==> config.mk <==
export PLATFORM = sky130hd
export DESIGN_NAME = aes_sbox_arb
export DESIGN_NICKNAME = d
export VERILOG_FILES = /design/src/rtl/aes_sbox_arb.sv
export SDC_FILE = /design/constraint.sdc
export NUM_CORES = 1
export LEC_CHECK = 0
export ABC_CLOCK_PERIOD_IN_PS = 2800
export BUFFER_PORTS_ARGS = -buffer_cell sky130_fd_sc_hd__clkbuf_2
export CORE_AREA = 2 2 258 260
export DETAILED_ROUTE_END_ITERATION = 12
export DIE_AREA = 0 0 260 262
export PLACE_DENSITY = 0.38
export SETUP_SLACK_MARGIN = 0.3
export SYNTH_ARGS = -nofsm -noshare
export SYNTH_HDL_FRONTEND = slang
export SYNTH_SLANG_ARGS = --single-unit
==> constraint.sdc <==
create_clock -name clk -period 2.8 [get_ports clk]
set_input_delay 0.56 -clock clk [delete_from_list [all_inputs] [get_ports clk]]
set_output_delay 0.56 -clock clk [all_outputs]
set_load 0.02 [all_outputs]
==> src/rtl/aes_sbox_arb.sv <==
// Arbiter and sequencer sharing one 128-bit AES S-box engine between the cipher
// round datapath (requester 0) and the key schedule (requester 1).
module aes_sbox_arb #(
  parameter int unsigned TIMEOUT_CYC = 255,
  parameter int unsigned TO_W        = 16
) (
  input  logic         clk,
  input  logic         rst_n,
  input  logic         req0_i,
  input  logic         decrypt0_i,
  input  logic [127:0] data0_i,
  input  logic         req1_i,
  input  logic         decrypt1_i,
  input  logic [127:0] data1_i,
  output logic         ack0_o,
  output logic         ack1_o,
  output logic         done0_o,
  output logic         done1_o,
  output logic [127:0] result_o,
  output logic         err_o,
  output logic         busy_o,
  output logic         sbox_start_o,
  output logic         sbox_decrypt_o,
  output logic [127:0] sbox_data_o,
  input  logic [127:0] sbox_data_i,
  input  logic         sbox_ready_i
);

  typedef enum logic [3:0] {
    IDLE  = 4'b0001,
    ISSUE = 4'b0010,
    WAIT  = 4'b0100,
    DONE  = 4'b1000
  } state_t;

  localparam logic [TO_W-1:0] TO_LAST = TO_W'(TIMEOUT_CYC - 1);

  state_t          state_q, state_d;
  logic            owner_q;
  logic            last_grant_q;
  logic            sel;
  logic [TO_W-1:0] cnt_q;
  logic            start_d;
  logic            ack0_d, ack1_d;
  logic            done0_d, done1_d;
  logic            err_d;

  // Next-state and next-output decode; every output is registered from these
  always_comb begin
    state_d = state_q;
    sel     = 1'b0;
    start_d = 1'b0;
    ack0_d  = 1'b0;
    ack1_d  = 1'b0;
    done0_d = 1'b0;
    done1_d = 1'b0;
    err_d   = 1'b0;

    // Lone requester wins; on a tie the one not granted last time wins
    if (req0_i && req1_i) sel = ~last_grant_q;
    else                  sel = req1_i;

    unique case (state_q)
      IDLE: begin
        if (req0_i || req1_i) begin
          state_d = ISSUE;
          start_d = 1'b1;
          ack0_d  = ~sel;
          ack1_d  = sel;
        end
      end
      ISSUE: state_d = WAIT;
      WAIT: begin
        if (sbox_ready_i) begin
          state_d = DONE;
          done0_d = ~owner_q;
          done1_d = owner_q;
        end else if (cnt_q == TO_LAST) begin
          state_d = DONE;
          done0_d = ~owner_q;
          done1_d = owner_q;
          err_d   = 1'b1;
        end
      end
      DONE:    state_d = IDLE;
      default: state_d = IDLE;
    endcase
  end

  always_ff @(posedge clk or negedge rst_n) begin
    if (!rst_n) begin
      state_q        <= IDLE;
      owner_q        <= 1'b0;
      last_grant_q   <= 1'b1;
      cnt_q          <= '0;
      sbox_start_o   <= 1'b0;
      sbox_decrypt_o <= 1'b0;
      sbox_data_o    <= '0;
      ack0_o         <= 1'b0;
      ack1_o         <= 1'b0;
      done0_o        <= 1'b0;
      done1_o        <= 1'b0;
      err_o          <= 1'b0;
      busy_o         <= 1'b0;
      result_o       <= '0;
    end else begin
      state_q      <= state_d;
      sbox_start_o <= start_d;
      ack0_o       <= ack0_d;
      ack1_o       <= ack1_d;
      done0_o      <= done0_d;
      done1_o      <= done1_d;
      err_o        <= err_d;
      busy_o       <= (state_d != IDLE);

      if (start_d) begin
        owner_q        <= sel;
        last_grant_q   <= sel;
        sbox_data_o    <= sel ? data1_i : data0_i;
        sbox_decrypt_o <= sel ? decrypt1_i : decrypt0_i;
      end

      if (state_q == ISSUE)     cnt_q <= '0;
      else if (state_q == WAIT) cnt_q <= cnt_q + TO_W'(1);

      // Ready takes priority over a coincident timeout
      if (state_q == WAIT) begin
        if (sbox_ready_i)           result_o <= sbox_data_i;
        else if (cnt_q == TO_LAST)  result_o <= '0;
      end
    end
  end

endmodule

==> results.yml <==
sta:
  setup_viol: 0
  hold_viol: 0
  timing.final.crit_share: 0.842
  finalSetupTns_ns: 0
  worstMarginPinSlew_ns: 0.748
  fin_crit_ns: 2.36
  slew_viol_final: 0
  timing.hold.ws_ns: 0.252
  relSlewSlack: 0.502
  skew_ns: 0.0122
  fmax_mhz: 424
  rsz0062_at_grt: "no"
cells_and_area:
  final_cell_mix: "clkbuf_2, dfrtp_1, inv_1"
  drive_gt1_frac: 0.427
  fillers: 7049
  area_growth_syn_to_layout_pct: 45.4
  final_common_cell: "clkbuf_2"
  final_area_um2: 18100
  nets: 2149
setup_path:
  end_kind: "flip-flop"
  critical_path_class: "reg2reg"
  cp-start-kind: "flip-flop"
  worst-path-max-fanout: 27
  critical_path_arrival_ns: 2.76
  worstPathRequired_ns: 3.20
clock_network:
  cts_max_level: 2
  worstSkewPairLatency_ns: 0.53
  clockBufferDepth: 3
  cts_sinks: 286
  cts_root_buf: "clkbuf_16"
  post-cts-setup-buffers: 0
  cts_made_buffers: 38
  clkTransAtPathRegs_ns: 0.06
  cts_tree: "built"
pwr:
  vdd_drop_max_v: 0.000479
  p_leak_nw: 9.23
  p_per_area_nw_per_um2: 1030
logic_synthesis:
  synth_top_area_frac: 0.572
  syn_inst: 1128
  ys_ff_latch: 286
  yosysSeqAreaShare: 0.577
  synth.cell_area_um2: 12400
  netlist_top_cells_area: "dfrtp_1, a222oi_1, a22oi_1"
  yosysUniqueCellTypes: 39
  ys_warn_count: 0
  synthFlopType: "dfrtp_1"
  async_reset_ff_frac: 1.00
  yosysTopAreaCell: "dfrtp_1"
  synth_edf_count: 0
  synth.avg_cell_area_um2: 11.0
  synth_nets: 1521
global_routing:
  antenna_found_initial: 3
  busiest_layer: "met2"
  grt_max_degree: 134
  grtUsageMet3: 0.0445
  grt_pass1_wl_um: 75500
  use_met2: 0.240
  grt-ovfl-total: 0
  grt_pass1_vias: 11800
  grt_use_total: 0.144
  use_met1: 0.181
placed_design:
  port_buffers: 654
  dp_hpwl_um: 37500
  gp_congestion: 0.864
  place_area_um2: 16800
die:
  die_w_um: 260
  io_pins: 655
  die_y_um: 262
  start_util: 0.190
  core_um2: 65300
  die-area_um2: 68100
  row_count: 94
job:
  drv_cap: 0
route:
  drtAntennaViolNets: 0
  totalWireLength_um: 52000
  dr.pass1.iters: 10
  routedWlPerCell_um: 19.6
  viasPerCell: 4.46
  num_vias: 11800
  drt-initial-drc-count: 1242
  drc: 0
worst_hold_path:
  hp-class: "in2reg"
run_status:
  status: "finished, final reports clean"
[synth_stat cells, types with 2 or more instances]
cell type  count
o21ai_1        9
dfrtp_1      284
nor4b_1        2
nor3_1         2
inv_1        136
a222oi_1     129
a22oi_1      128
buf_6          9
nand2b_1     132
xnor2_1        6
mux2i_1        4
o21a_1         2
nand3_1        6
clkbuf_2       5
nand2_1       13
a21oi_1        3
and3_1         3
nor4_1         7
ha_1           2
xor2_1         2
o21ai_0      121
buf_1          4
nand4_1        5
and2_1         2
nor2_1        11
dfstp_2        2
buf_2         15
a21o_1         2
clkbuf_1      72
[report_power, final]
group | switching [W] | internal (W)
Clock | 0.00191 | 0.00305
Sequential | 0.000944 | 0.00548
Combinational | 0.00455 | 0.00264
Total | 0.00740 | 0.0112
[through the flow]
step	util	total power, W	worst slack [ns]	cells
after global routing	0.277	0.0198	0.303	2652
after detailed placement	0.257	0.0137	0.348	2579
after floorplan	-	0.0106	0.754	1128
final	0.277	0.0186	0.443	2653
after global placement	0.257	0.0137	0.413	2579
after CTS	0.276	0.0189	0.354	2649
[repair_timing]
| item | in CTS | in global routing |
|---|---|---|
| hold endpoints to repair | 44 | 0 |
| endpoints found under the setup margin | 0 | 2 |
| resized for setup | 0 | 1 |
| hold buffers | 1 | 0 |
[cell type report]
type                       count  area (um2)  area share
sequential                   286        7160       0.396
multi-input combinational    601        4290       0.238
timing repair buffer         693        3720       0.206
clock buffer                  64        1220      0.0676
tap                          864        1080      0.0599
inverter                     136         510      0.0283
clock inverter                 5        61.3     0.00340
antenna                        4        10.0    0.000554
[critical path, cell delays in order, from the launching register on]
cell	delay, ns
dfrtp_1	0.41
or4_1	0.51
or4_4	0.55
nor2_4	0.25
buf_4	0.35
o21ai_0	0.15
[cells by family (layout without fill, tap and decap cells)]
logic type | count (synthesis) | count (layout) | synth area share
XOR/XNOR | 8 | 8 | 0.00564
adder cells (fa/ha/maj) | 2 | 2 | 0.00202
AO/OA/AOI/OAI | 397 | 397 | 0.239
other | 0 | 4 | 0
AND/OR/NAND/NOR | 190 | 190 | 0.0927
multiplexers | 4 | 4 | 0.00322
flip-flops | 286 | 286 | 0.577
buffers and inverters | 241 | 898 | 0.0803
[final timing paths]
path	start	cells past startpoint	slack, ns	to
max	cnt_q[12]	5	0.44	result_o[31]
min	data0_i[104]	3	0.25	sbox_data_o[104]
max reg2reg	cnt_q[12]	5	0.44	result_o[31]
min reg2reg	sbox_data_o[13]	2	0.49	sbox_data_o[13]
max in group asynchronous	rst_n	3	1.39	sbox_data_o[94]
min in group asynchronous	rst_n	2	0.58	result_o[29]
[state kept, by name, indices dropped and copies added (netlist names)]
| name | cells |
|---|---|
| ack0_o | 1 |
| ack1_o | 1 |
| busy_o | 1 |
| cnt_q | 16 |
| done0_o | 1 |
| done1_o | 1 |
| err_o | 1 |
| last_grant_q | 1 |
| owner_q | 1 |
| result_o | 128 |
| sbox_data_o | 128 |
| sbox_decrypt_o | 1 |
| sbox_start_o | 1 |
| state_q | 4 |
[metal layers]
metal,part of all wire,up-vias
met4,0.018,0
met2,0.49,497
met5,0,-
met1,0.40,5857
li1,-,5433
met3,0.087,57
Power figures use the tool's default switching activity.
